$ cat config.mk
export PLATFORM = sky130hd
export DESIGN_NAME = aoi211_sweep_ctrl
export DESIGN_NICKNAME = d
export VERILOG_FILES = /design/src/rtl/aoi211_sweep_ctrl.sv
export SDC_FILE = /design/constraint.sdc
export NUM_CORES = 1
export LEC_CHECK = 0
export ABC_AREA = 1
export CORE_AREA = 5 5 77 79
export DETAILED_ROUTE_END_ITERATION = 8
export DIE_AREA = 0 0 82 84
export PLACE_DENSITY = 0.67
export SYNTH_ARGS = -nofsm -noshare
export SYNTH_HDL_FRONTEND = slang
export SYNTH_SLANG_ARGS = --single-unit
$ cat constraint.sdc
create_clock -name clk -period 2 [get_ports clk]
set_input_delay 0.2 -clock clk [delete_from_list [all_inputs] [get_ports clk]]
set_output_delay 0.2 -clock clk [all_outputs]
set_load 0.03 [all_outputs]
$ cat src/rtl/aoi211_sweep_ctrl.sv
// Sweep sequencer for an AOI211 cell: walks the 16 input vectors, samples ZN after
// a settle window and records the mismatch count and the first failing vector.
module aoi211_sweep_ctrl #(
   parameter int SETTLE_CYCLES = 2
) (
   input  logic       clk,
   input  logic       rst,
   input  logic       start,
   input  logic       abort,
   input  logic       zn_in,
   output logic       a,
   output logic       b,
   output logic       c1,
   output logic       c2,
   output logic       busy,
   output logic       sample_strobe,
   output logic       vec_fail,
   output logic       done,
   output logic       pass,
   output logic [4:0] err_count,
   output logic [3:0] first_fail,
   output logic       fail_valid,
   output logic [1:0] dbg_state
);

   typedef enum logic [1:0] {
      ST_IDLE = 2'd0,
      ST_RUN  = 2'd1,
      ST_DONE = 2'd2
   } state_t;

   localparam logic [7:0] SETTLE = 8'(SETTLE_CYCLES);

   state_t     r_state, w_state_nxt;
   logic [3:0] r_vec, w_vec_nxt;
   logic [7:0] r_cnt, w_cnt_nxt;
   logic [3:0] r_drv, w_drv_nxt;
   logic       r_busy, w_busy_nxt;
   logic       r_vec_fail, w_vec_fail_nxt;
   logic       r_done, w_done_nxt;
   logic [4:0] r_err, w_err_nxt;
   logic [3:0] r_first, w_first_nxt;
   logic       r_fail_valid, w_fail_valid_nxt;

   logic w_strobe;
   logic w_exp_zn;
   logic w_mismatch;

   // r_drv is {a, b, c1, c2}; the golden ZN is computed from what is actually driven
   assign w_strobe   = (r_state == ST_RUN) && (r_cnt == 8'd1);
   assign w_exp_zn   = ~((r_drv[1] & r_drv[0]) | r_drv[2] | r_drv[3]);
   assign w_mismatch = w_strobe && (zn_in != w_exp_zn);

   always_ff @(posedge clk) begin
      if (rst) begin
         r_state      <= ST_IDLE;
         r_vec        <= 4'd0;
         r_cnt        <= 8'd0;
         r_drv        <= 4'd0;
         r_busy       <= 1'b0;
         r_vec_fail   <= 1'b0;
         r_done       <= 1'b0;
         r_err        <= 5'd0;
         r_first      <= 4'd0;
         r_fail_valid <= 1'b0;
      end else begin
         r_state      <= w_state_nxt;
         r_vec        <= w_vec_nxt;
         r_cnt        <= w_cnt_nxt;
         r_drv        <= w_drv_nxt;
         r_busy       <= w_busy_nxt;
         r_vec_fail   <= w_vec_fail_nxt;
         r_done       <= w_done_nxt;
         r_err        <= w_err_nxt;
         r_first      <= w_first_nxt;
         r_fail_valid <= w_fail_valid_nxt;
      end
   end

   always_comb begin
      w_state_nxt = r_state;
      case (r_state)
         ST_IDLE, ST_DONE: begin
            if (abort)      w_state_nxt = ST_IDLE;
            else if (start) w_state_nxt = ST_RUN;
         end
         ST_RUN: begin
            if (abort)                              w_state_nxt = ST_IDLE;
            else if (w_strobe && (r_vec == 4'd15))  w_state_nxt = ST_DONE;
         end
         default: w_state_nxt = ST_IDLE;
      endcase
   end

   always_comb begin
      w_vec_nxt        = r_vec;
      w_cnt_nxt        = r_cnt;
      w_drv_nxt        = r_drv;
      w_busy_nxt       = r_busy;
      w_vec_fail_nxt   = 1'b0;
      w_done_nxt       = r_done;
      w_err_nxt        = r_err;
      w_first_nxt      = r_first;
      w_fail_valid_nxt = r_fail_valid;
      if (r_state != ST_RUN) begin
         if (abort) begin
            w_done_nxt = 1'b0;
         end else if (start) begin
            w_vec_nxt        = 4'd0;
            w_drv_nxt        = 4'd0;
            w_err_nxt        = 5'd0;
            w_first_nxt      = 4'd0;
            w_fail_valid_nxt = 1'b0;
            w_done_nxt       = 1'b0;
            w_busy_nxt       = 1'b1;
            w_cnt_nxt        = SETTLE;
         end
      end else if (abort) begin
         // a sample due at this edge is dropped; partial results are kept
         w_busy_nxt = 1'b0;
         w_drv_nxt  = 4'd0;
      end else if (r_cnt > 8'd1) begin
         w_cnt_nxt = r_cnt - 8'd1;
      end else begin
         if (w_mismatch) begin
            w_err_nxt      = r_err + 5'd1;
            w_vec_fail_nxt = 1'b1;
            if (!r_fail_valid) begin
               w_first_nxt      = r_vec;
               w_fail_valid_nxt = 1'b1;
            end
         end
         if (r_vec != 4'd15) begin
            w_vec_nxt = r_vec + 4'd1;
            w_drv_nxt = r_vec + 4'd1;
            w_cnt_nxt = SETTLE;
         end else begin
            w_busy_nxt = 1'b0;
            w_done_nxt = 1'b1;
            w_drv_nxt  = 4'd0;
         end
      end
   end

   assign {a, b, c1, c2}  = r_drv;
   assign busy            = r_busy;
   assign sample_strobe   = w_strobe;
   assign vec_fail        = r_vec_fail;
   assign done            = r_done;
   assign pass            = r_done && (r_err == 5'd0);
   assign err_count       = r_err;
   assign first_fail      = r_first;
   assign fail_valid      = r_fail_valid;
   assign dbg_state       = r_state;

endmodule

Yosys cells after proc, flatten, opt, wreduce, memory -nomap -nowiden
Cells that the tools add are included.
- register bits: 31
- bits of input ports: 5
- logic and storage cells: 106
- add/subtract/negate cells: 3
- magnitude comparators: 1
- equal/unequal tests: 18
- multiplexer cells: 50
- bitwise operators: 5
- reduce and logical (&&, ||, !) cells: 19
- operators with widths (cell ; count):
    $mux W4 ; 15
    $mux W8 ; 6
    $mux W5 ; 6
    $mux W1 ; 18
    $reduce_and A4 Y1 ; 4
    $ne A3 B3 Y1 const B ; 4
    $eq A8 B1 Y1 const B ; 1
    $gt A8 B1 Y1 const B ; 1
    $mux W2 ; 4
    $ne A2 B2 Y1 const B ; 4
    $sub A8 B1 Y8 const B ; 1
    $ne A2 B1 Y1 const B ; 3
    $reduce_and A3 Y1 ; 2
    $add A5 B1 Y5 const B ; 1
    $logic_not A5 Y1 ; 1
    $reduce_and A5 Y1 ; 1
    $add A4 B1 Y4 const B ; 1
    $eq A4 B4 Y1 const B ; 1
    $logic_and A1 B1 Y1 ; 4
    $ne A4 B4 Y1 const B ; 1
    $pmux W2 S2 ; 1
    $reduce_bool A2 Y1 ; 2
    $reduce_or A4 Y1 ; 1
    $ne A3 B2 Y1 const B ; 1
    other kinds (10) ; 12

Logic depth before layout (Yosys ltp)
Gate-level depths: netlist of run 1.
- depth after elaboration: 10
- gate-level depth with buffers: 11
- gate-level depth less buffers: 11

Worst setup path before layout of run 1
Ideal clock, no wire load.
- path type: register to output
- start: reg r_err[0] (netlist: err_count[0])
- end: out pass
- arrival time: 1617 ps
- setup slack: 183 ps
- cell stages (with the launch flop): 5
- buffers on the path: 0
- cells stage by stage: dfxtp_1 > inv_1 > ha_1 > nand2_1 > nor4_1
- longest elaborated chain between the ends: 2
- ends and longest elaborated chain (what ; line ; source):
    start: declaration ; 41 ; logic [4:0] r_err, w_err_nxt;
    start signal: assignment ; 74 ; r_err <= w_err_nxt;
    $logic_not A5 Y1 ; 150 ; assign pass = r_done && (r_err == 5'd0);
    $logic_and A1 B1 Y1 ; 150 ;
    end: declaration ; 19 ; output logic pass,
No other way between the ends.

Worst setup path in the final report of run 1
- start: reg r_cnt[1]
- end: out sample_strobe
- longest elaborated chain between the ends: 2
- ends and longest elaborated chain (what ; line ; source):
    start: declaration ; 36 ; logic [7:0] r_cnt, w_cnt_nxt;
    start signal: assignment ; 69 ; r_cnt <= w_cnt_nxt;
    $eq A8 B1 Y1 ; 50 ; assign w_strobe = (r_state == ST_RUN) && (r_cnt == 8'd1);
    $logic_and A1 B1 Y1 ; 50 ;
    end: declaration ; 16 ; output logic sample_strobe,
No other way between the ends.

==> flow_metrics.env, run 1 <==
export IMPL_final_setup_tns_ns=0
export IMPL_power_density_nw_per_um2=686
export IMPL_nNetsFinal=292
export IMPL_ys_ff_latch=31
export IMPL_diodes=0
export IMPL_fp_coreArea_um2=5270
export IMPL_ios=26
export IMPL_period_share_pct=93.9
export IMPL_vdd_drop_max_v=0.000334
export IMPL_grt_pass1_wl_mm=6.76
export IMPL_grt_pass1_vias=1602
export IMPL_die_w_um=82
export IMPL_drv_slew=0
export IMPL_cts_tree="done"
export IMPL_cts_sinks=31
export IMPL_routabilityCongestion=0.864
export IMPL_synth_top_family_by_area="simple AND/OR/NAND/NOR gates"
export IMPL_post_route_min_period_ns=1.88
export IMPL_drc=0
export IMPL_dieArea_um2=6890
export IMPL_fp_row_count=27
export IMPL_syn_nets=260
export IMPL_setup_viol=0
export IMPL_path_clk_slew_ns=0.07
export IMPL_avgSynthCellArea_um2=6.97
export IMPL_routedWlPerCell_um=10.4
export IMPL_drtAntennaViolNets=0
export IMPL_syn_area_um2=1740
export IMPL_max_clock_freq_ghz=0.533
export IMPL_hold_violations=0
export IMPL_hold_class="register to register"
export IMPL_critPathMaxFanout=4
export IMPL_clk_latency_ns=0.28
export IMPL_crit_type="register to primary output"
export IMPL_ys_types=27
export IMPL_clk_path_buf_depth=2
export IMPL_antenna_found_initial=0
export IMPL_synth_xor_area_share_pct=2.01
export IMPL_dr_first_iter_drc_count=106
export IMPL_num_vias=1586
export IMPL_muxShareOfSynthArea_pct=0
export IMPL_numCtsBuffers=5
export IMPL_cp_end_kind="primary output"
export IMPL_cts_hold_buffers=0
export IMPL_finClkSkew_ns=0.00809
export IMPL_final_cell_mix="55 x nand2_1, 36 x inv_1, 33 x nor2_1"
export IMPL_grt_max_degree=16
export IMPL_crit_arrival_ns=1.68
export IMPL_synth_compound_area_share_pct=13.9
export IMPL_power_leakage_uw=0.000918
export IMPL_p_total_uw=1490
export IMPL_status="finished clean"
export IMPL_drt_total_wl_mm=3.69
export IMPL_htree_levels=2
export IMPL_synth_edf_count=0
export IMPL_synth_simple_area_share_pct=35.2
export IMPL_drive_gt1_share_pct=14.1
export IMPL_synthArstFlopShare_pct=0
export IMPL_vias_per_cell=4.47
export IMPL_initial_utilization_pct=33.1
export IMPL_grt_setup_unrepaired="no"
export IMPL_postSynthCellCount=250
export IMPL_grt_remaining_overflow=0
export IMPL_cp_data_required_time_ns=1.80
export IMPL_area_growth_pct=24.6
export IMPL_port_buffers=25
export IMPL_dieHeight_um=84
export IMPL_synthAdderAreaFrac_pct=3.59
export IMPL_ys_warnings_count=0
export IMPL_dp_hpwl_mm=2.91
export IMPL_maxCapViolCount=0
export IMPL_root_buffer="clkbuf_8"
export IMPL_mostFrequentLayoutCell="nand2_1"
export IMPL_hold_slack_ns=0.476
export IMPL_relSlewSlack_pct=75.6
export IMPL_ys_seq_area_share_pct=35.6
export IMPL_grt_util_all_layers_pct=12.4
export IMPL_final_util_pct=41.2
export IMPL_worstSetupStartpointType="register"
export IMPL_worst_pin_slew_ns=0.363
export IMPL_first_pass_iters=4
export IMPL_synth_main_ff_cell="dfxtp_1"
## flip-flops by register name (all words and copies together) (netlist names)
| register | count |
|---|---|
| r_cnt | 8 |
| err_count | 5 |
| first_fail | 4 |
| r_drv | 4 |
| r_vec | 4 |
| dbg_state | 2 |
| busy | 1 |
| done | 1 |
| fail_valid | 1 |
| vec_fail | 1 |
## cell usage after synthesis (2+ instances only)
| library cell | count | share of area (%) |
|---|---|---|
| nand2_2 | 5 | 1.8 |
| nor4_1 | 2 | 0.72 |
| nand4_1 | 5 | 1.8 |
| nand2_4 | 4 | 2.6 |
| ha_1 | 5 | 3.6 |
| nand2_1 | 55 | 12 |
| o21ai_2 | 2 | 1.0 |
| nor2_2 | 5 | 1.8 |
| a21oi_2 | 5 | 2.5 |
| inv_2 | 3 | 0.65 |
| nor2_4 | 2 | 1.3 |
| nor2_1 | 33 | 7.1 |
| nand3_1 | 16 | 4.6 |
| clkbuf_1 | 2 | 0.43 |
| inv_1 | 36 | 7.8 |
| dfxtp_1 | 31 | 36 |
| o21ai_4 | 2 | 1.9 |
| xor2_1 | 3 | 1.5 |
| a21oi_1 | 13 | 3.7 |
| o21ai_0 | 14 | 4.0 |
## critical path, stage by stage (launching register included)
cell and delay [ns]:
dfxtp_1 0.30, inv_1 0.10, ha_1 0.19, inv_1 0.05, nor2_1 0.13, nand2_2 0.11, nor2_2 0.13, clkdlybuf4s15_1 0.38
## worst paths after layout
kind                            slack, ns               endpoint  cells after the start                  start
worst max-delay path                 0.12          sample_strobe                      7  r_cnt[1]$_SDFFE_PP0P_
worst min-delay path                 0.48      busy$_SDFFE_PP0P_                      2      busy$_SDFFE_PP0P_
worst max register to register       0.28  r_cnt[3]$_SDFFE_PP0P_                     10  r_cnt[0]$_SDFFE_PP0P_
worst min register to register       0.48      busy$_SDFFE_PP0P_                      2      busy$_SDFFE_PP0P_
## through the flow
stage	std cells	worst slack, ns	cell area [um^2]
after floorplan	250	0.183	1740
after global placement	347	0.161	2090
after detailed placement	347	0.126	2090
after CTS	355	0.0849	2170
after global routing	355	0.0196	2170
final	355	0.122	2170
## cells by family (layout without fill, tap and decap cells)
| logic type | after synthesis | after routing |
|---|---|---|
| AO/OA/AOI/OAI | 38 | 38 |
| buffers and inverters | 43 | 76 |
| flip-flops | 31 | 31 |
| adder cells (fa/ha/maj) | 5 | 5 |
| XOR/XNOR | 4 | 4 |
| AND/OR/NAND/NOR | 129 | 129 |
## cell type report
class / instances / area, um^2
fill: 552 / 3100
multi-input combinational: 176 / 955
sequential: 31 / 621
timing repair buffer: 28 / 272
inverter: 40 / 153
tap: 72 / 90.1
clock buffer: 7 / 76.3
clock inverter: 1 / 5.00
## where the power goes
| part | internal (uW) | total, uW | switching (uW) | leakage [uW] |
|---|---|---|---|---|
| Sequential | 650 | 676 | 25.8 | 0.000253 |
| Clock | 244 | 476 | 233 | 0.0000422 |
| Combinational | 119 | 337 | 218 | 0.000623 |
| Total | 1010 | 1490 | 476 | 0.000918 |
## timing repair
item,in CTS,in global routing
endpoints found under the hold margin,0,0
gates resized for setup,2,1
setup endpoints to repair,2,1
setup buffers,0,0
## metal layers
metal / vias up / track usage [%] / part of all wire, %
met5: - / 0 / 0
met3: 7 / 3.56 / 4.7
met2: 26 / 19.8 / 45
met1: 697 / 15.1 / 48
met4: 0 / 5.29 / 2.1
li1: 856 / - / -
Power figures use the tool's default switching activity.
==> run 2, diff against run 1 <==
- CORE_AREA: 5 5 77 79 -> 4 4 76 78
- DIE_AREA: 0 0 82 84 -> 0 0 80 82
==> run 2 against run 1 <==
Compared with the run above:
- final area grew 1.3%
- fmax is 7.3% higher
- sequential cell count unchanged
- die area shrank 4.8%
- global-route usage rose by 0.12 points
- setup slack improved by 0.13 ns
- sequential power about the same
- highest routed layer unchanged
==> flow_metrics.env, run 2 (synthesized netlist as in run 1, its figures left out) <==
export IMPL_hp_start="r_drv[0]$_SDFFE_PP0P_"
export IMPL_grt_pass1_wl_mm=6.38
export IMPL_maxCapViolCount=0
export IMPL_drc=0
export IMPL_grt_setup_unrepaired="no"
export IMPL_fp_row_count=26
export IMPL_drtAntennaViolNets=0
export IMPL_period_share_pct=87.5
export IMPL_clkPwrFrac_pct=39.0
export IMPL_p_seq_share_pct=40.7
export IMPL_dp_hpwl_mm=2.90
export IMPL_first_pass_iters=4
export IMPL_power_density_nw_per_um2=755
export IMPL_post_route_min_period_ns=1.75
export IMPL_clk_path_buf_depth=2
export IMPL_final_setup_tns_ns=0
export IMPL_hold_class="register to register"
export IMPL_fp_coreArea_um2=5070
export IMPL_drv_slew=0
export IMPL_numCtsBuffers=5
export IMPL_p_switching_uw=488
export IMPL_dr_first_iter_drc_count=47
export IMPL_power_leakage_uw=0.000937
export IMPL_crit_type="register to primary output"
export IMPL_grt_util_all_layers_pct=12.5
export IMPL_grt_max_degree=15
export IMPL_drive_gt1_share_pct=15.2
export IMPL_path_cells="inv_1 > ha_1 > inv_1 > nor2_1 > nand2_2 > nor2_2 > clkbuf_2"
export IMPL_clk_latency_ns=0.29
export IMPL_nNetsFinal=292
export IMPL_cts_sinks=31
export IMPL_die_w_um=80
export IMPL_drt_total_wl_mm=3.77
export IMPL_crit_top_cell="inv_1"
export IMPL_path_clk_slew_ns=0.07
export IMPL_htree_levels=2
export IMPL_hold_depth=2
export IMPL_vdd_drop_max_v=0.000319
export IMPL_final_cell_mix="55 x nand2_1, 36 x inv_1, 33 x nor2_1"
export IMPL_routabilityCongestion=0.805
export IMPL_cp_end_kind="primary output"
export IMPL_grt_remaining_overflow=0
export IMPL_routedWlPerCell_um=10.7
export IMPL_cts_hold_buffers=0
export IMPL_worstSetupStartpointType="register"
export IMPL_crit_arrival_ns=1.55
export IMPL_status="finished clean"
export IMPL_antenna_found_initial=0
export IMPL_critPathMaxFanout=4
export IMPL_port_buffers=25
export IMPL_intPower_uw=1170
export IMPL_grt_pass1_vias=1475
export IMPL_rr_startpoint="r_cnt[0]$_SDFFE_PP0P_"
export IMPL_critPathMaxStageDelay_ns=0.30
export IMPL_switching_share_pct=29.4
export IMPL_vias_per_cell=4.54
export IMPL_hold_violations=0
export IMPL_num_vias=1604
export IMPL_dieArea_um2=6560
export IMPL_area_growth_pct=26.2
export IMPL_worst_pin_slew_ns=0.354
export IMPL_r2r_cells=10
export IMPL_ios=26
export IMPL_mostFrequentLayoutCell="nand2_1"
export IMPL_crit_slowest_cell="dfxtp_1"
export IMPL_setup_viol=0
export IMPL_crit_start="r_cnt[1]$_SDFFE_PP0P_"
export IMPL_initial_utilization_pct=34.3
export IMPL_cp_data_required_time_ns=1.80
export IMPL_relSlewSlack_pct=76.2
export IMPL_dieHeight_um=82
export IMPL_largest_reg_flops=8
export IMPL_cts_tree="done"
export IMPL_combPwrFrac_pct=20.3
export IMPL_finClkSkew_ns=0.00554
export IMPL_max_clock_freq_ghz=0.572
export IMPL_hold_slack_ns=0.482
export IMPL_root_buffer="clkbuf_8"
export IMPL_regMostFlops="r_cnt"
export IMPL_diodes=0
-- run 2: cell types whose count changed in the layout (fill, tap and decap cells not counted) --
cell and delta:
clkbuf_1 -2, clkbuf_8 +1, bufinv_16 +1, clkbuf_2 +1
clkdlybuf4s15_1 -1
-- run 2: worst paths after layout --
kind / endpoint / slack [ns]
worst max register to register: r_cnt[2]$_SDFFE_PP0P_ / 0.25
worst min register to register: r_drv[0]$_SDFFE_PP0P_ / 0.48
worst max-delay path: sample_strobe / 0.25
worst min-delay path: r_drv[0]$_SDFFE_PP0P_ / 0.48
-- run 2: worst max-delay path: cells and delay by family, from the launching register on --
kind,cells,cell delay (ns)
adders and majority gates,1,0.19
buffers and inverters,3,0.39
DFF,1,0.30
and+or+nand+nor,3,0.38
-- run 2: cell type report --
cell class | count | area, um^2
clock inverter | 2 | 35.0
sequential | 31 | 621
timing repair buffer | 28 | 267
clock buffer | 6 | 82.6
inverter | 40 | 153
fill | 558 | 2880
tap | 70 | 87.6
multi-input combinational | 176 | 955
-- run 2: repair_timing --
item,in CTS,in global routing
gates cloned,0,0
endpoints found under the setup margin,2,1
resized for setup,2,2
pin swaps,0,0
buffers inserted,0,0
-- run 2: metrics by stage --
step / std cells / setup slack (ns) / instance area, um^2 / power (uW) / util (%)
floorplan: 250 / 0.183 / 1740 / 941 / -
global placement: 345 / 0.154 / 2090 / 1020 / 41.1
detailed placement: 345 / 0.0874 / 2090 / 1030 / 41.1
CTS: 353 / 0.0418 / 2200 / 1690 / 43.4
global route: 353 / 0.0909 / 2200 / 1760 / 43.3
finish: 353 / 0.250 / 2200 / 1660 / 43.3
-- run 2: power groups by stage --
stage	logic (uW)	registers, uW	clock network (uW)
after floorplan	229	712	0
after global placement	333	689	0
after detailed placement	339	690	0
after CTS	341	676	671
after global routing	380	681	703
final	337	676	648
-- run 2: routing by layer --
metal | global-route usage [%] | vias up | part of all wire (%)
met5 | 0 | - | 0
met4 | 4.56 | 0 | 1.2
met3 | 3.62 | 5 | 3.8
met2 | 22.6 | 27 | 49
met1 | 13.8 | 715 | 46
li1 | - | 857 | -
==> run 3, diff against run 2 <==
- ABC_AREA: 1 -> 0
- CORE_AREA: 4 4 76 78 -> 4 4 72 74
- DIE_AREA: 0 0 80 82 -> 0 0 76 78
==> run 3 against run 2 <==
Compared with the run above:
- the run now ends with negative setup slack left
- largest power group unchanged
- largest cell class unchanged
- routed wire length grew 1.0%
- fmax shrank 16%
- final area shrank 5.1%
- area after synthesis shrank 11%
- sequential share of layout area grew 1.6 points
==> flow_metrics.env, run 3 <==
export IMPL_status="finished, violations left"
export IMPL_failed_checks="negative setup slack"
export IMPL_grt_pass1_wl_mm=6.65
export IMPL_hold_violations=0
export IMPL_drv_slew=0
export IMPL_synth_top_area_share_pct=40.0
export IMPL_drtAntennaViolNets=0
export IMPL_routabilityCongestion=0.850
export IMPL_maxCapViolCount=0
export IMPL_drc=0
export IMPL_dr_first_iter_drc_count=123
export IMPL_postSynthCellCount=177
export IMPL_cts_hold_buffers=0
export IMPL_clk_latency_ns=0.28
export IMPL_post_route_cell_area_um2=2090
export IMPL_antenna_found_initial=0
export IMPL_cts_tree="done"
export IMPL_clk_path_buf_depth=2
export IMPL_area_growth_pct=34.5
export IMPL_dieHeight_um=78
export IMPL_crit_arrival_ns=1.88
export IMPL_p_total_uw=1470
export IMPL_root_buffer="clkbuf_8"
export IMPL_first_pass_iters=4
export IMPL_path_clk_slew_ns=0.06
export IMPL_syn_area_um2=1550
export IMPL_regMostFlops="r_cnt"
export IMPL_placed_area_um2=1950
export IMPL_ys_ff_latch=31
export IMPL_finClkSkew_ns=0.00500
export IMPL_synth_common_cells="31 x dfxtp_1, 22 x nor2_1, 13 x a21oi_1, 11 x nand3_1, 8 x inv_1"
export IMPL_mostFrequentLayoutCell="dfxtp_1"
export IMPL_grt_max_degree=12
export IMPL_vdd_drop_max_v=0.000244
export IMPL_power_leakage_uw=0.000820
export IMPL_synthArstFlopShare_pct=0
export IMPL_synth_edf_count=0
export IMPL_grt_remaining_overflow=0
export IMPL_port_buffers=25
export IMPL_relSlewSlack_pct=69.5
export IMPL_grt_util_all_layers_pct=13.6
export IMPL_drt_total_wl_mm=3.81
export IMPL_cp_data_required_time_ns=1.80
export IMPL_max_clock_freq_ghz=0.480
export IMPL_period_share_pct=104
export IMPL_drive_gt1_share_pct=17.3
export IMPL_numCtsBuffers=5
export IMPL_crit_type="register to primary output"
export IMPL_fp_coreArea_um2=4600
export IMPL_critPathMaxFanout=4
export IMPL_largest_reg_flops=8
export IMPL_nNetsFinal=229
export IMPL_hold_class="register to register"
export IMPL_synth_main_ff_cell="dfxtp_1"
export IMPL_ys_seq_area_share_pct=40.0
export IMPL_dp_hpwl_mm=2.91
export IMPL_cp_end_kind="primary output"
export IMPL_setup_slack_ns=-0.0833
export IMPL_diodes=0
export IMPL_hold_slack_ns=0.459
export IMPL_die_w_um=76
export IMPL_ys_types=46
export IMPL_yosysMostFrequentCell="dfxtp_1"
export IMPL_power_density_nw_per_um2=704
export IMPL_avgSynthCellArea_um2=8.77
export IMPL_initial_utilization_pct=33.8
export IMPL_layout_cells_non_filler=274
export IMPL_syn_nets=187
export IMPL_num_vias=1434
export IMPL_cts_sinks=31
export IMPL_dieArea_um2=5930
export IMPL_vias_per_cell=5.23
export IMPL_post_route_min_period_ns=2.08
export IMPL_final_cell_mix="29 x dfxtp_1, 24 x clkdlybuf4s50_1, 21 x nor2_1"
export IMPL_htree_levels=2
export IMPL_post_place_cells=264
export IMPL_worst_pin_slew_ns=0.458
export IMPL_yosys_area_top_type="dfxtp_1"
export IMPL_grt_pass1_vias=1464
export IMPL_fp_row_count=25
export IMPL_grt_setup_unrepaired="yes"
export IMPL_netlist_top_cells_area="dfxtp_1 40%, nor2_1 5.3%, a21oi_1 4.2%, ha_1 4.0%, nand3_1 3.5%"
export IMPL_setup_viol=1
export IMPL_nFillCells=450
export IMPL_ios=26
export IMPL_worstSetupStartpointType="register"
export IMPL_routedWlPerCell_um=13.9
export IMPL_ys_warnings_count=0
==> run 3: cell count changes after synthesis, sizes merged, moves of 6 or more <==
cell / before / now
nand2: 65 / 7
inv: 40 / 8
nor2: 40 / 22
o21ai: 19 / 7
a22o: 0 / 6
nand3: 17 / 11
==> run 3: path summary, 6_finish.rpt <==
check,end,slack [ns],depth (start not counted),start
worst max register to register,dbg_state[1]$_SDFFE_PP0P_,0.05,6,r_cnt[3]$_SDFFE_PP0P_
worst max-delay path,sample_strobe,-0.08,4,r_cnt[3]$_SDFFE_PP0P_
worst min-delay path,busy$_SDFFE_PP0P_,0.46,2,busy$_SDFFE_PP0P_
worst min register to register,busy$_SDFFE_PP0P_,0.46,2,busy$_SDFFE_PP0P_
==> run 3: routing by layer <==
layer	up-vias	share of wire, %	GRT usage (%)
met5	-	0	0
met1	677	48	17.5
met3	5	3.8	4.18
li1	719	-	-
met4	0	1.0	4.45
met2	33	47	21.5
==> run 3: repair_timing <==
item                                    CTS  global route
buffers inserted                          2             0
endpoints found under the setup margin    1            11
resized for setup                         4             1
pin swaps                                 1             0
==> run 3: cells by family after synthesis <==
logic type	Yosys count	synth area share, %
and+or+nand+nor	67	23.4
muxes	5	3.30
buffers and inverters	15	3.87
AOI/OAI and AO/OA	44	19.7
xor gates and xnor gates	10	5.64
DFF	31	40.0
adders and majority gates	5	4.03
==> run 3: report_power, final <==
group | total [uW] | switching (uW) | leakage (uW) | internal [uW]
sequential | 660 | 22.4 | 0.000252 | 638
combinational | 272 | 144 | 0.000517 | 128
clock | 539 | 227 | 0.0000505 | 313
total | 1470 | 393 | 0.000820 | 1080
==> run 3: final cells by class <==
class	count	area, um^2	area share, %
tap	54	67.6	3.24
inverter	9	33.8	1.62
multi-input combinational	131	888	42.5
sequential	31	623	29.8
clock inverter	1	7.51	0.359
timing repair buffer	41	372	17.8
clock buffer	7	96.3	4.61
==> run 3: critical path, stage by stage (launching register included) <==
cell and delay (ns):
dfxtp_2 0.32, or4_4 0.54, or4b_4 0.52, nor2_4 0.10, buf_6 0.13
==> run 3: metrics by stage <==
| stage | setup slack, ns | utilization (%) | setup TNS [ns] |
|---|---|---|---|
| global placement | 0.115 | 42.4 | 0 |
| finish | -0.0833 | 45.4 | -0.0833 |
| CTS | -0.0940 | 45.2 | -0.0940 |
| detailed placement | 0.105 | 42.4 | 0 |
| floorplan | 0.0856 | - | 0 |
| global route | -0.157 | 45.4 | -0.157 |
